File: src/rtl/arb_out_buffer.sv
// Output buffer between the bus arbiter and a downstream FIFO.
// Words pushed in RUN are streamed out in order; ENABLE low drains the buffer back to IDLE.
module arb_out_buffer #(
    parameter int DEPTH  = 16,
    parameter int MARGIN = 2
) (
    input  logic                     BUS_CLK,
    input  logic                     BUS_RST,
    input  logic                     ENABLE,
    input  logic                     ARB_WRITE_OUT,
    input  logic [31:0]              ARB_DATA_OUT,
    output logic                     ARB_READY_OUT,
    input  logic                     FIFO_FULL,
    input  logic                     FIFO_NEAR_FULL,
    output logic                     FIFO_WRITE,
    output logic [31:0]              FIFO_DATA,
    output logic [31:0]              WORD_CNT,
    output logic [7:0]               LOST_CNT,
    output logic [$clog2(DEPTH):0]   FILL,
    output logic [1:0]               STATE
);

    localparam int AW = $clog2(DEPTH);
    localparam logic [AW:0] FULL_LEVEL  = (AW+1)'(DEPTH);
    localparam logic [AW:0] READY_LIMIT = (AW+1)'(DEPTH - MARGIN);

    typedef enum logic [1:0] {
        IDLE  = 2'd0,
        RUN   = 2'd1,
        DRAIN = 2'd2
    } state_t;

    state_t          r_state;
    state_t          w_nextState;
    logic [31:0]     r_mem [DEPTH];
    logic [AW-1:0]   r_wrPtr;
    logic [AW-1:0]   r_rdPtr;
    logic [AW:0]     r_fill;
    logic            r_ready;
    logic            r_fifoWrite;
    logic [31:0]     r_fifoData;
    logic [31:0]     r_wordCnt;
    logic [7:0]      r_lostCnt;
    logic            w_push;
    logic            w_drop;
    logic            w_pop;
    logic            w_readyNext;

    // Pushes ignore ARB_READY_OUT on purpose: the margin slots soak up words already in flight.
    assign w_push      = (r_state == RUN) && ARB_WRITE_OUT && (r_fill < FULL_LEVEL);
    assign w_drop      = ARB_WRITE_OUT && !w_push;
    assign w_pop       = ((r_state == RUN) || (r_state == DRAIN)) && (r_fill != '0) && !FIFO_FULL;
    assign w_readyNext = (r_state == RUN) && (r_fill < READY_LIMIT) && !FIFO_NEAR_FULL;

    always_comb begin
        w_nextState = r_state;
        case (r_state)
            IDLE:    if (ENABLE) w_nextState = RUN;
            RUN:     if (!ENABLE) w_nextState = DRAIN;
            DRAIN: begin
                if (ENABLE)
                    w_nextState = RUN;
                else if ((r_fill == '0) && !r_fifoWrite)
                    w_nextState = IDLE;
            end
            default: w_nextState = IDLE;
        endcase
    end

    always_ff @(posedge BUS_CLK or posedge BUS_RST) begin
        if (BUS_RST) begin
            r_state <= IDLE;
        end else begin
            r_state <= w_nextState;
        end
    end

    // Storage array carries no reset; validity is tracked entirely by the pointers and fill.
    always_ff @(posedge BUS_CLK) begin
        if (w_push) begin
            r_mem[r_wrPtr] <= ARB_DATA_OUT;
        end
    end

    always_ff @(posedge BUS_CLK or posedge BUS_RST) begin
        if (BUS_RST) begin
            r_wrPtr     <= '0;
            r_rdPtr     <= '0;
            r_fill      <= '0;
            r_ready     <= 1'b0;
            r_fifoWrite <= 1'b0;
            r_fifoData  <= '0;
            r_wordCnt   <= '0;
            r_lostCnt   <= '0;
        end else begin
            r_ready     <= w_readyNext;
            r_fifoWrite <= w_pop;
            if (w_push) begin
                r_wrPtr <= r_wrPtr + 1'b1;
            end
            if (w_pop) begin
                r_rdPtr    <= r_rdPtr + 1'b1;
                r_fifoData <= r_mem[r_rdPtr];
                r_wordCnt  <= r_wordCnt + 32'd1;
            end
            if (w_push && !w_pop) begin
                r_fill <= r_fill + 1'b1;
            end else if (w_pop && !w_push) begin
                r_fill <= r_fill - 1'b1;
            end
            if (w_drop && (r_lostCnt != 8'hFF)) begin
                r_lostCnt <= r_lostCnt + 8'd1;
            end
        end
    end

    assign ARB_READY_OUT = r_ready;
    assign FIFO_WRITE    = r_fifoWrite;
    assign FIFO_DATA     = r_fifoData;
    assign WORD_CNT      = r_wordCnt;
    assign LOST_CNT      = r_lostCnt;
    assign FILL          = r_fill;
    assign STATE         = r_state;

endmodule
File: config.mk
export PLATFORM = sky130hd
export DESIGN_NAME = arb_out_buffer
export DESIGN_NICKNAME = d
export VERILOG_FILES = /design/src/rtl/arb_out_buffer.sv
export SDC_FILE = /design/constraint.sdc
export NUM_CORES = 1
export LEC_CHECK = 0
export ABC_AREA = 1
export BUFFER_PORTS_ARGS = -buffer_cell sky130_fd_sc_hd__buf_2
export CORE_MARGIN = 2
export CORE_UTILIZATION = 40
export DETAILED_ROUTE_END_ITERATION = 8
export PLACE_DENSITY = 0.62
export SLEW_MARGIN = 0
export SYNTH_ARGS = -nofsm -noshare
export SYNTH_HDL_FRONTEND = slang
export SYNTH_SLANG_ARGS = --single-unit
File: constraint.sdc
create_clock -name BUS_CLK -period 3.6 [get_ports BUS_CLK]
set_input_delay 0 -clock BUS_CLK [delete_from_list [all_inputs] [get_ports BUS_CLK]]
set_output_delay 0 -clock BUS_CLK [all_outputs]
set_load 0.1 [all_outputs]
# --- Yosys cells after proc, flatten, opt, wreduce, memory -nomap -nowiden ---
# Memory sizes are Yosys's and may differ from the RTL's. A register that Yosys moved wholly into a read port is not among the register bits.
# Cells that the tools add are included.
op_classes:
  n_addsub: 6
  eq_ne: 6
  order_cmp: 2
  n_mux: 9
  n_reduce_logical: 22
op_table:
  columns: ["cell", "count"]
  rows:
  - ["$add A32 B1 Y32 const B", 1]
  - ["$logic_and A1 B1 Y1", 11]
  - ["$mux W5", 2]
  - ["$add A4 B1 Y4 const B", 2]
  - ["$add A8 B1 Y8 const B", 1]
  - ["$mux W2", 4]
  - ["$ne A8 B8 Y1 const B", 1]
  - ["$pmux W2 S3", 1]
  - ["$add A5 B1 Y5 const B", 1]
  - ["$logic_not A1 Y1", 5]
  - ["$logic_not A5 Y1", 1]
  - ["$lt A5 B4 Y1 const B", 1]
  - ["$lt A5 B5 Y1 const B", 1]
  - ["$reduce_bool A5 Y1", 1]
  - ["$sub A5 B1 Y5 const B", 1]
  - ["$ne A2 B2 Y1 const B", 2]
  - ["$ne A3 B2 Y1 const B", 1]
  - ["$reduce_and A3 Y1", 1]
  - ["$eq A2 B1 Y1 const B", 1]
  - ["$eq A2 B2 Y1 const B", 1]
  - ["$logic_not A2 Y1", 1]
  - ["$mux W1", 2]
  - ["$reduce_bool A2 Y1", 1]
  - ["$logic_or A1 B1 Y1", 1]
totals:
  output_inout_bits: 81
  regBits: 57
  memories: 1
  input_bits: 38
  ramBits: 512
mem_list:
  columns: ["name", "words", "word_bits", "rd", "rd_clocked_by_memory_dff", "write_ports", "line", "text"]
  rows:
  - ["r_mem", 16, 32, 1, 1, 1, "35", "logic [31:0] r_mem [DEPTH];"]

# --- Logic depth before layout (Yosys ltp) ---
logic_depth:
  word_depth: 7
  mapped_depth: 15
  ltp_nobuf: 14

# --- Worst setup path after synthesis ---
# No wires, ideal clock.
synth_path:
  path_kind: "register to register"
  from: "reg r_state[0], in the netlist STATE[0]"
  to: "mem r_mem[11][0], enable pin"
  slack_ns: 0.010
  path_stages_with_launch: 6
  period_less_slack_ns: 3.590
  arrival_time_ns: 3.169
  path_buffers: 0
  required_ns: 3.179
  setup_ns: 0.421
  cell_sequence: "dfrtp_1 ha_1 nand2_1 nor2_2 nand2_1 nor2_1"
synth_via:
  elab_chain_len: 5
synth_rtl:
  columns: ["element", "line", "text"]
  rows:
  - ["from (decl)", "33", "state_t r_state;"]
  - ["from (signal assigned)", "74", "r_state <= w_nextState;"]
  - ["$eq A2 B1 Y1", "50", "assign w_push = (r_state == RUN) && ARB_WRITE_OUT && (r_fill < FULL_LEVEL);"]
  - ["$logic_and A1 B1 Y1 (2 in series)", "50", null]
  - ["net w_push", "44", "logic w_push;"]
  - ["$mux W1", "80", "if (w_push) begin"]
  - ["$mux W1 (implied by the code)", "81", "r_mem[r_wrPtr] <= ARB_DATA_OUT;"]
  - ["to (decl)", "35", null]
# The timed path passes the listed nets, and every way through them passes these cells.

# --- Worst setup path in the final report ---
layout_path:
  from: "reg r_state[1], in the netlist STATE[1]"
  to: "mem r_mem[12][14], enable pin"
# The elaborated chain is that of the path after synthesis.

==> results.json <==
{
  "antenna_found_initial": 3,
  "syn_to_final_growth_pct": 15.63,
  "synth_commonest_cells": "987 x nand2_1, 512 x edfxtp_1, 453 x inv_1",
  "vias": 18420,
  "slew_viol_final": 0,
  "synth-seq-cells": 601,
  "synth_cell_types": 32,
  "fin_crit_sh_pct": 73.62,
  "antenna_cells": 0,
  "io_pins": 119,
  "gp_congestion": 0.8728,
  "fp.coreArea_um2": 65860,
  "max-cap-violations": 0,
  "tns_ns": 0,
  "synth-main-ff-cell": "edfxtp_1",
  "drc": 0,
  "dieArea_um2": 68610,
  "drive_above_1_share_pct": 11.03,
  "max_freq_ghz": 0.3773,
  "ir_worst_vdd_v": 0.0007899,
  "io_buffers": 118,
  "clk_pin_slew_ns": 0.06,
  "required_ns": 3.88,
  "avgSynthCellArea_um2": 9.897,
  "final_antenna_net_count": 0,
  "die_h_um": 261.9,
  "grt_pass1_vias": 17670,
  "synth-edff-count": 512,
  "yosys.area.top_type": "edfxtp_1",
  "hold_viol": 0,
  "cts-root-buf": "clkbuf_16",
  "clk_path_buf_depth": 3,
  "yosysSeqAreaShare_pct": 66.14,
  "async_flop_share_pct": 14.81,
  "drt-total-wl_um": 66970,
  "overflow": 0,
  "finalClockSkew_ns": 0.02167,
  "fillers": 6058,
  "h-tree-depth": 3,
  "path_delay_family": "simple AND/OR/NAND/NOR gates",
  "syn_nets": 2745,
  "critPathArrivalTime_ns": 2.93,
  "min_path_type": "input port to flip-flop",
  "drt_pass1_iterations": 5,
  "rsz0062_at_grt": "false",
  "wire_per_inst_um": 17.83,
  "leakagePower_uw": 0.01377,
  "track_usage_pct": 19.60,
  "slowest_delay_ns": 0.64,
  "routed_via_density": 4.905,
  "hpwl_um": 38770,
  "netlist_instances": 2689,
  "outcome": "completed",
  "powerDensity_nw_per_um2": 790.6,
  "grt_pass1_wl_um": 102000,
  "startpoint_type": "flip-flop",
  "num_rows": 94,
  "path_cells": "inv_1 > ha_1 > nand2_1 > nor2_2 > buf_4 > nand2_1 > nor2_4 > buf_4",
  "cts_tree": "done",
  "grt_start_max_net_pins": 201,
  "placed_cells": 3598,
  "critPathKind": "flip-flop to flip-flop",
  "drtIter0Drc": 1704,
  "setup_viol": 0,
  "start_util_pct": 40.40,
  "synth_warnings": 0,
  "clk_latency_ns": 0.60,
  "post-route-min-period_ns": 2.650,
  "worst_path_max_delay_cell": "nor2_4",
  "clock-sinks": 601,
  "crit_buf_inv": 3,
  "nets": 2896,
  "syn_area_um2": 26610,
  "post_cts_resized": 0,
  "worstMarginPinSlew_ns": 1.133,
  "fin_util_pct": 46.72,
  "synth_area_leaders": "edfxtp_1 58%, nand2_1 14%, dfrtp_1 8.4%",
  "die_w_um": 261.9,
  "cts_inserted_buffers": 67,
  "slew_headroom_pct": 24.45,
  "stdcell_count": 3756,
  "synth.most_common_cell": "nand2_1",
  "synth_top_area_share_pct": 57.77,
  "cp_max_fo": 17,
  "crit_path_end_kind": "flip-flop"
}
cells in the final DEF (no fill, tap or decap), types with 3 or more instances in the layout:
| cell type | synthesis | final |
|---|---|---|
| nand4_1 | 9 | 9 |
| nand2_1 | 987 | 987 |
| nor3_1 | 8 | 8 |
| xnor2_1 | 13 | 13 |
| edfxtp_1 | 512 | 512 |
| clkinv_1 | 0 | 9 |
| or2_2 | 33 | 33 |
| clkbuf_8 | 0 | 4 |
| bufinv_16 | 0 | 5 |
| dlygate4sd3_1 | 0 | 37 |
| nand3_1 | 336 | 336 |
| inv_2 | 2 | 3 |
| clkbuf_16 | 0 | 71 |
| nor2_4 | 1 | 17 |
| clkinv_2 | 0 | 10 |
| buf_4 | 11 | 32 |
| clkbuf_1 | 23 | 19 |
| nor2_1 | 57 | 41 |
| nand3b_1 | 6 | 6 |
| buf_12 | 0 | 11 |
| inv_6 | 0 | 3 |
| o21ai_0 | 13 | 13 |
| xor2_1 | 22 | 22 |
| dfrtp_1 | 89 | 85 |
| buf_2 | 61 | 118 |
| ha_1 | 17 | 17 |
| inv_1 | 453 | 450 |
| a21oi_1 | 4 | 4 |
report_power, final:
group | switching (µW) | internal, µW
Combinational | 7000 | 2180
Sequential | 351 | 8070
Clock | 2670 | 4050
path summary, 6_finish.rpt:
path / slack, ns / end / cells after the start / from
worst max-delay path: 0.95 / r_mem[12][14] / 8 / STATE[1]
min in group asynchronous: 0.53 / STATE[1] / 4 / BUS_RST
worst max register to register: 0.95 / r_mem[12][14] / 8 / STATE[1]
worst min register to register: 0.47 / FIFO_DATA[10] / 2 / FIFO_DATA[10]
worst min-delay path: 0.03 / FILL[0] / 5 / FIFO_FULL
max in group asynchronous: 2.06 / FIFO_DATA[6] / 5 / BUS_RST
logic make-up after synthesis:
| logic type | synth area share (%) |
|---|---|
| AND/OR/NAND/NOR | 22.53 |
| flip-flops | 66.14 |
| buffers and inverters | 8.858 |
| XOR/XNOR | 1.152 |
| AO/OA/AOI/OAI | 0.4420 |
| adder cells (fa/ha/maj) | 0.8745 |
metal layers:
layer / up-vias / wire length (µm) / global-route usage [%]
li1: 8809 / - / -
met1: 8893 / 29190 / 26.29
met2: 616 / 31660 / 32.26
met3: 106 / 4475 / 3.434
met4: 0 / 1644 / 6.670
met5: - / 0 / 0
metrics by stage:
stage	hold WS, ns	total power (µW)	worst slack [ns]	instance area, µm²
floorplan	0.07199	15340	0.01022	26610
global route	0.08109	25690	0.7031	30770
detailed placement	0.02850	17720	0.9778	28240
CTS	0.005108	24500	0.9629	30770
finish	0.02646	24330	0.9497	30770
global placement	0.02015	17620	0.9585	28240
state kept, by name, indices dropped and copies added, names as in the netlist:
| name | flops |
|---|---|
| STATE | 2 |
| WORD_CNT | 32 |
| FIFO_DATA | 32 |
| LOST_CNT | 8 |
| r_rdPtr | 4 |
| r_wrPtr | 4 |
| r_mem | 512 |
| FIFO_WRITE | 1 |
| ARB_READY_OUT | 1 |
| FILL | 5 |
worst min-delay path: stages:
cell,delay (ns)
buf_2,0.08
nor2_1,0.04
nand2_2,0.08
ha_1,0.27
xnor2_1,0.09
layout make-up:
cell class / instances / area, µm² / share of cell area [%]
clock inverters: 27 / 259.0 / 0.8417
multi-input cells: 1516 / 6773 / 22.01
flip-flops and latches: 601 / 17610 / 57.24
well taps: 864 / 1081 / 3.513
clock buffers: 94 / 1903 / 6.185
inverters: 456 / 1722 / 5.595
repair buffers: 198 / 1421 / 4.619
repair_timing:
item / 4_1_cts / 5_1_grt
hold buffers: 37 / 0
hold endpoints to repair: 575 / 0
buffers inserted: 0 / 0
setup endpoints to repair: 0 / 0
No activity file was read; power rests on OpenSTA's default activity.
